$ cat config.mk
export PLATFORM = sky130hd
export DESIGN_NAME = mc_control
export DESIGN_NICKNAME = d
export VERILOG_FILES = /design/src/rtl/mc_control.sv
export SDC_FILE = /design/constraint.sdc
export NUM_CORES = 1
export LEC_CHECK = 0
export ABC_AREA = 1
export BUFFER_PORTS_ARGS = -buffer_cell sky130_fd_sc_hd__clkbuf_2
export CAP_MARGIN = 15
export CORE_ASPECT_RATIO = 1.25
export CORE_MARGIN = 5
export CORE_UTILIZATION = 40
export CTS_CLUSTER_SIZE = 20
export DETAILED_ROUTE_END_ITERATION = 8
export PLACE_DENSITY = 0.7
export SYNTH_ARGS = -nofsm -noshare
export SYNTH_HDL_FRONTEND = slang
export SYNTH_SLANG_ARGS = --single-unit
export TNS_END_PERCENT = 20
$ cat constraint.sdc
create_clock -name clk -period 1.5 [get_ports clk]
set_input_delay 0.15 -clock clk [delete_from_list [all_inputs] [get_ports clk]]
set_output_delay 0.15 -clock clk [all_outputs]
set_load 0.02 [all_outputs]
$ cat src/rtl/mc_control.sv
// Multi-cycle MIPS control unit: steps FETCH->DECODE->EXEC->MEM->WB and drives
// datapath strobes from the current state plus the registered instruction class.
module mc_control #(
  parameter bit MEM_HANDSHAKE = 1'b1,
  parameter bit SUPPORT_EXT   = 1'b1
) (
  input  logic       clk,
  input  logic       reset,
  input  logic [5:0] op,
  input  logic [5:0] func,
  input  logic       zero,
  input  logic       mem_ready,
  output logic       mem_req,
  output logic       ir_we,
  output logic       pc_we,
  output logic [1:0] npcsel,
  output logic [1:0] RegDst,
  output logic       ALUSrc,
  output logic [1:0] MemtoReg,
  output logic       RegWrite,
  output logic       MemWrite,
  output logic [1:0] EXTop,
  output logic [1:0] ALUctr,
  output logic [2:0] state,
  output logic       illegal
);

  typedef enum logic [2:0] {
    S_FETCH = 3'd0, S_DECODE = 3'd1, S_EXEC = 3'd2, S_MEM = 3'd3, S_WB = 3'd4
  } state_e;

  typedef enum logic [3:0] {
    C_NOP, C_ADDU, C_SUBU, C_JR, C_ORI, C_LUI, C_ADDIU,
    C_LW, C_SW, C_BEQ, C_BNE, C_J, C_JAL, C_ILL
  } cls_e;

  state_e state_q, state_d;
  cls_e   cls_q, cls_dec, cls;
  logic   rdy;

  assign rdy   = MEM_HANDSHAKE ? mem_ready : 1'b1;
  assign state = state_q;

  // NOTE: every always_comb output gets a default first so no path infers a latch.
  always_comb begin
    cls_dec = C_ILL;
    case (op)
      6'b000000: begin
        case (func)
          6'b000000: cls_dec = C_NOP;
          6'b100001: cls_dec = C_ADDU;
          6'b100011: cls_dec = C_SUBU;
          6'b001000: cls_dec = C_JR;
          default:   cls_dec = C_ILL;
        endcase
      end
      6'b001101: cls_dec = C_ORI;
      6'b001111: cls_dec = C_LUI;
      6'b100011: cls_dec = C_LW;
      6'b101011: cls_dec = C_SW;
      6'b000100: cls_dec = C_BEQ;
      6'b000011: cls_dec = C_JAL;
      6'b001001: cls_dec = SUPPORT_EXT ? C_ADDIU : C_ILL;
      6'b000101: cls_dec = SUPPORT_EXT ? C_BNE   : C_ILL;
      6'b000010: cls_dec = SUPPORT_EXT ? C_J     : C_ILL;
      default:   cls_dec = C_ILL;
    endcase
  end

  // The class register only loads at the end of DECODE, so DECODE itself uses the live decode.
  assign cls = (state_q == S_DECODE) ? cls_dec : cls_q;

  always_comb begin
    state_d = state_q;
    case (state_q)
      S_FETCH:  if (rdy) state_d = S_DECODE;
      S_DECODE: begin
        case (cls_dec)
          C_NOP, C_JR, C_J, C_JAL, C_ILL: state_d = S_FETCH;
          default:                        state_d = S_EXEC;
        endcase
      end
      S_EXEC: begin
        case (cls_q)
          C_BEQ, C_BNE: state_d = S_FETCH;
          C_LW, C_SW:   state_d = S_MEM;
          default:      state_d = S_WB;
        endcase
      end
      S_MEM:    if (rdy) state_d = (cls_q == C_SW) ? S_FETCH : S_WB;
      default:  state_d = S_FETCH;
    endcase
  end

  // NOTE: sequential state uses non-blocking assignments so every flop samples pre-edge values.
  always_ff @(posedge clk) begin
    if (reset) begin
      state_q <= S_FETCH;
      cls_q   <= C_NOP;
    end else begin
      state_q <= state_d;
      if (state_q == S_DECODE) cls_q <= cls_dec;
    end
  end

  always_comb begin
    RegDst   = 2'b00;
    ALUSrc   = 1'b0;
    MemtoReg = 2'b00;
    EXTop    = 2'b00;
    ALUctr   = 2'b00;
    case (cls)
      C_ADDU:              RegDst = 2'b01;
      C_SUBU:              begin RegDst = 2'b01; ALUctr = 2'b01; end
      C_ORI:               begin ALUSrc = 1'b1; ALUctr = 2'b10; end
      C_LUI:               begin ALUSrc = 1'b1; EXTop = 2'b10; end
      C_ADDIU, C_SW:       begin ALUSrc = 1'b1; EXTop = 2'b01; end
      C_LW:                begin ALUSrc = 1'b1; EXTop = 2'b01; MemtoReg = 2'b01; end
      C_BEQ, C_BNE:        ALUctr = 2'b01;
      C_JAL:               begin RegDst = 2'b10; MemtoReg = 2'b10; end
      default:             ;
    endcase
  end

  // Strobes are gated by reset directly: the state register only clears on the next edge.
  always_comb begin
    mem_req  = 1'b0;
    ir_we    = 1'b0;
    pc_we    = 1'b0;
    npcsel   = 2'b00;
    RegWrite = 1'b0;
    MemWrite = 1'b0;
    illegal  = 1'b0;
    if (!reset) begin
      case (state_q)
        S_FETCH: begin
          mem_req = 1'b1;
          ir_we   = rdy;
          pc_we   = rdy;
        end
        S_DECODE: begin
          case (cls_dec)
            C_JAL:   begin RegWrite = 1'b1; pc_we = 1'b1; npcsel = 2'b10; end
            C_J:     begin pc_we = 1'b1; npcsel = 2'b10; end
            C_JR:    begin pc_we = 1'b1; npcsel = 2'b11; end
            C_ILL:   illegal = 1'b1;
            default: ;
          endcase
        end
        S_EXEC: begin
          if (cls_q == C_BEQ)      begin pc_we = zero;  npcsel = 2'b01; end
          else if (cls_q == C_BNE) begin pc_we = ~zero; npcsel = 2'b01; end
        end
        S_MEM: begin
          mem_req  = 1'b1;
          MemWrite = (cls_q == C_SW);
        end
        S_WB:    RegWrite = 1'b1;
        default: ;
      endcase
    end
  end

endmodule

-- Word level (Yosys, flattened, before mapping)
Cells that the tools add are included.
- logic and storage cells: 90
- register bits: 7
- output and inout port bits: 20
- input port bits: 16
- mux-type cells: 36
- reduce and logical (&&, ||, !) cells: 15
- eq/ne operators: 36
- bitwise gates (word level): 1
- operators with widths (kind ; count):
    equality test 4 bit, second input constant ; 10
    case mux 4 bit (10 select lines) ; 1
    equality test 6 x 4 -> 1 bit, second input constant ; 4
    equality test 6 bit, second input constant ; 4
    case mux 2 bit (2 select lines) ; 6
    equality test 4 x 3 -> 1 bit, second input constant ; 5
    two-way mux 1 bit ; 18
    case mux 4 bit (4 select lines) ; 1
    equality test 6 x 2 -> 1 bit, second input constant ; 2
    equality test 6 x 3 -> 1 bit, second input constant ; 2
    zero test 6 bit ; 2
    case mux 3 bit (4 select lines) ; 1
    OR reduction 2 bit ; 5
    OR reduction 5 bit ; 2
    two-way mux 3 bit ; 3
    OR reduction 3 bit ; 3
    equality test 4 x 2 -> 1 bit, second input constant ; 2
    equality test 3 x 2 -> 1 bit, second input constant ; 2
    case mux 3 bit (2 select lines) ; 1
    equality test 4 x 1 -> 1 bit, second input constant ; 1
    zero test 4 bit ; 1
    two-way mux 2 bit ; 2
    two-way mux 4 bit ; 1
    inequality test 2 bit, second input constant ; 2
    other kinds (7) ; 7

-- Depth between registers and ports, before layout
- depth after elaboration: 8
- gate-level depth with buffers: 14
- depth with buffers taken out: 14

-- Worst setup path after synthesis
No wires, ideal clock.
- path type: reg-to-output
- from: register state_q[0] (netlist: state[0])
- to: output MemtoReg[1]
- slack: -472 ps
- data arrival time: 1822 ps
- cell stages (with the launch flop): 9
- path buffers: 0
- required time: 1350 ps
- path through: dfxtp_1 inv_1 nor3_4 inv_1 nand2_1 o21ai_2 inv_1 nand2_2 nor3_1
- longest elaborated chain between the ends: 4
- elaborated cells between the ends (all ways): 5
- classes of those cells: 3 x eq/ne; 2 x mux
- RTL lines (item ; RTL line ; source):
    start, declared ; 37 ; state_e state_q, state_d;
    start signal, assigned ; 101 ; state_q <= state_d;
    equality test 3 x 1 -> 1 bit * ; 71 ; assign cls = (state_q == S_DECODE) ? cls_dec : cls_q;
    two-way mux 4 bit * ; -- ;
    equality test 4 bit / equality test 4 x 3 -> 1 bit (equally long branches) ; 112 ; case (cls)
    case mux 2 bit (2 select lines) * ; 112 ;
    end, declared ; 19 ; output logic [1:0] MemtoReg,
Every way passes the cells marked *; elsewhere a longest branch is shown, timed or not.

-- Final worst setup path
- from: register state_q[2] (netlist: state[2])
- to: output EXTop[0]
- longest elaborated chain between the ends: 5
- elaborated cells between the ends (all ways): 8
- classes of those cells: 5 x eq/ne; 2 x mux; 1 x reduce/logical
- RTL lines (item ; RTL line ; source):
    equality test 3 x 1 -> 1 bit * ; 71 ;
    two-way mux 4 bit * ; -- ;
    equality test 4 x 3 -> 1 bit / equality test 4 bit (equally long branches) ; 112 ;
    OR reduction 3 bit (no source line) ; -- ;
    case mux 2 bit (2 select lines) * ; 112 ;
    end, declared ; 22 ; output logic [1:0] EXTop,
Marks and branches as above.

==> results.md <==
- Adder-cell share of the synthesized area: 0
- Ranking of synthesized cells by area: nor2_1 (16%), dfxtp_1 (15%), nand2_1 (13%)
- CTS tree: done
- Setup WS post-layout: -380 ps
- RSZ-0062 raised after global routing: true
- Wire per inst: 11.4 microns
- Max Cap Violations: 0
- CP max stage cell: dfxtp_2
- Portion of netlist area occupied by mux cells: 0
- CP Launch Type: flop
- Detailed Routing Iterations Pass 1: 4
- CP peak stage delay: 330 ps
- Post-Syn Area per Cell: 5.38 sq um
- Syn. warnings: 0
- Endpoint class of the critical path: output pin
- CTS hold repair buffers: 0
- Vias in the first global route: roughly 1.3k
- Fill cells: 185
- Io pins: 36
- Cell with the most instances after synthesis: nor2_1
- Synth top area share: 0.157
- Port bufs: 35
- Die ar.: ~0.0034 sq mm
- Netlist Area Pre-Place: 931 sq um
- Pwr/cell area: approximately 510 mW/mm^2
- Post-synthesis compound-gate area fraction: 0.110
- Hold WC Path Type: in -> reg
- Syn Nets: 189
- DRC Markers: 0
- Worst-path maximum fanout: 4
- Final setup fails: 17
- Synth area leader: nor2_1
- Max Clock Freq: around 0.53 GHz
- Clock skew: ~6.0 ps
- Total grt overflow: 0
- Final wirelength: 3.12 mm
- Max-slew violations: 0
- RePlAce Congestion: 0.868
- Ys async rst share: 0
- WP buf/inv: 4
- Worst-path clk slew: roughly 50 ps
- Worst-case clock buffer depth: 2
- Initial Util: 0.421
- Pleak: between 0.8 and 0.9 nW
- Die H: 63.9 microns
- Clk sinks: 7
- Post-DP HPWL: 2.36 mm
- # rows: 19
- Share of layout cells above drive strength 1: 0.527
- Crit path cell chain: nor3_4 > inv_2 > nand2_2 > o21ai_4 > inv_2 > buf_6 > nand4_1 > o21ai_2 > clkbuf_8
- Top cells by instance count after synthesis: nor2_1 (39), nand2_1 (31), inv_1 (29)
- Initial antenna violation count: 0
- Clock Latency Late Sink: 260 ps
- Crit path time final: roughly 1900 ps
- Hold Fails Final Rpt: 0
- FF+latch area: roughly 150 sq um
- Vias per cell: 4.93
- Period utilization: 1.25
- H-tree levels: 1
- CP top delay family: simple AND/OR/NAND/NOR gates
- Simple-gate share of the synthesized area: 0.589
- Failing checks: setup timing
- First DRT Iteration DRCs: 44
- # diodes: 0
- CTS Buf Count: 3
- Largest net degree at the start of global routing: 12
- Post-route antenna net violation count: 0
- Main combinational cell family by area after synthesis: simple AND/OR/NAND/NOR gates
- Outcome: finished, violations left
- Post-synthesis sequential area ratio: 0.151
- First-pass GRT wire length: around 5.3 mm
- WP data arrival: 1730 ps
- Layout area overhead: 81.7%
- Slew margin rel.: 0.794
- Most frequent CP cell: inv_2
- Worst VDD drop: 598 uV
- Yosys cell types: 26
- Core Area: 0.00221 sq mm
- Worst EP required: around 1400 ps
- Worst-Margin Slew: 307 ps
- GRT Overall Usage: 0.196
- Nets: 260
- Register bit total from synthesis: 7
- Multi-input logic area: about 830 sq um
- Post-synth EDFFs: 0
- Worst hold-check slack: 162 ps
- Die X: 53.2 microns
- Syn Inst Count: around 170
- Root Driver: clkbuf_4
- Synth Area in XOR/XNOR: 0.00941
- Primary FF master, synth: dfxtp_1
- Setup TNS: -3910 ps
- Critical path class: reg -> out
- Via count: 1,352
==> cell type report <==
class,instances,share of cell area
Multi-Input combinational cell,131,0.492
Timing Repair Buffer,67,0.306
Sequential cell,7,0.0865
Inverter,34,0.0769
Tap cell,31,0.0229
Clock buffer,4,0.0155
==> per-layer routing <==
layer / GRT usage / up-vias / part of all wire
li1: - / 699 / -
met1: 0.206 / 611 / 0.41
met3: 0.0419 / 9 / 0.041
met4: 0.0575 / 0 / 0.016
met2: 0.374 / 33 / 0.54
met5: 0 / - / 0
==> what timing repair did <==
item	CTS	global route
pin swaps	9	4
resized for setup	39	31
endpoints found under the setup margin	17	19
buffers inserted	1	1
==> state kept, by name, summed over array words and instances, names as in the netlist <==
signal,count
state,3
cls_q,4
==> cells in the final DEF (no fill, tap or decap), types with 4 or more instances in the layout <==
| cell | Yosys | routed |
|---|---|---|
| buf_4 | 0 | 35 |
| nand2_1 | 31 | 27 |
| nor2_1 | 39 | 26 |
| inv_1 | 29 | 24 |
| clkbuf_2 | 0 | 17 |
| nor2_2 | 1 | 10 |
| nand3_1 | 15 | 10 |
| inv_2 | 5 | 9 |
| nand3_2 | 3 | 7 |
| nand4_1 | 6 | 6 |
| nor3_2 | 2 | 6 |
| clkbuf_4 | 0 | 6 |
| nor2_4 | 1 | 5 |
| nand2_2 | 3 | 5 |
| a21oi_1 | 5 | 4 |
| o21ai_0 | 4 | 4 |
| dfxtp_1 | 7 | 4 |
| clkbuf_8 | 0 | 4 |
==> stage by stage <==
step | cells | setup slack (ps) | total power [W] | utilization | instance area [sq um]
after floorplan | 173 | -165 | 0.000430 | - | 978
after global placement | 268 | -307 | 0.000598 | 0.645 | 1430
after detailed placement | 268 | -332 | 0.000608 | 0.645 | 1430
after CTS | 273 | -359 | 0.000841 | 0.723 | 1600
after global routing | 274 | -520 | 0.000927 | 0.765 | 1690
final | 274 | -380 | 0.000863 | 0.765 | 1690
==> where the power goes <==
part	internal (W)	switching, W	total, W	leakage (nW)
clock	0.000102	0.0000751	0.000177	0.0150
sequential	0.000195	0.00000493	0.000200	0.0588
combinational	0.000220	0.000266	0.000487	0.783
==> worst min-delay path, cell delays in order <==
cell	delay, ps
clkbuf_2	90
inv_1	60
nand2_1	70
inv_1	30
==> cell families after synthesis <==
kind of cell           count (synthesis)
buffers and inverters                 35
XOR/XNOR                               1
AND/OR/NAND/NOR                      114
AO/OA/AOI/OAI                         16
flip-flops                             7
==> worst paths after layout <==
| kind | start | end | slack, ps | cells past startpoint |
|---|---|---|---|---|
| max reg2reg | state[2]$_SDFFE_PP0P_ | cls_q[3]$_SDFF_PP0_ | 160 | 8 |
| min reg2reg | state[2]$_SDFFE_PP0P_ | state[1]$_SDFFE_PP0P_ | 740 | 7 |
| max | state[2]$_SDFFE_PP0P_ | EXTop[0] | -380 | 9 |
| min | reset | state[1]$_SDFFE_PP0P_ | 160 | 4 |
No activity file was read; power rests on OpenSTA's default activity.
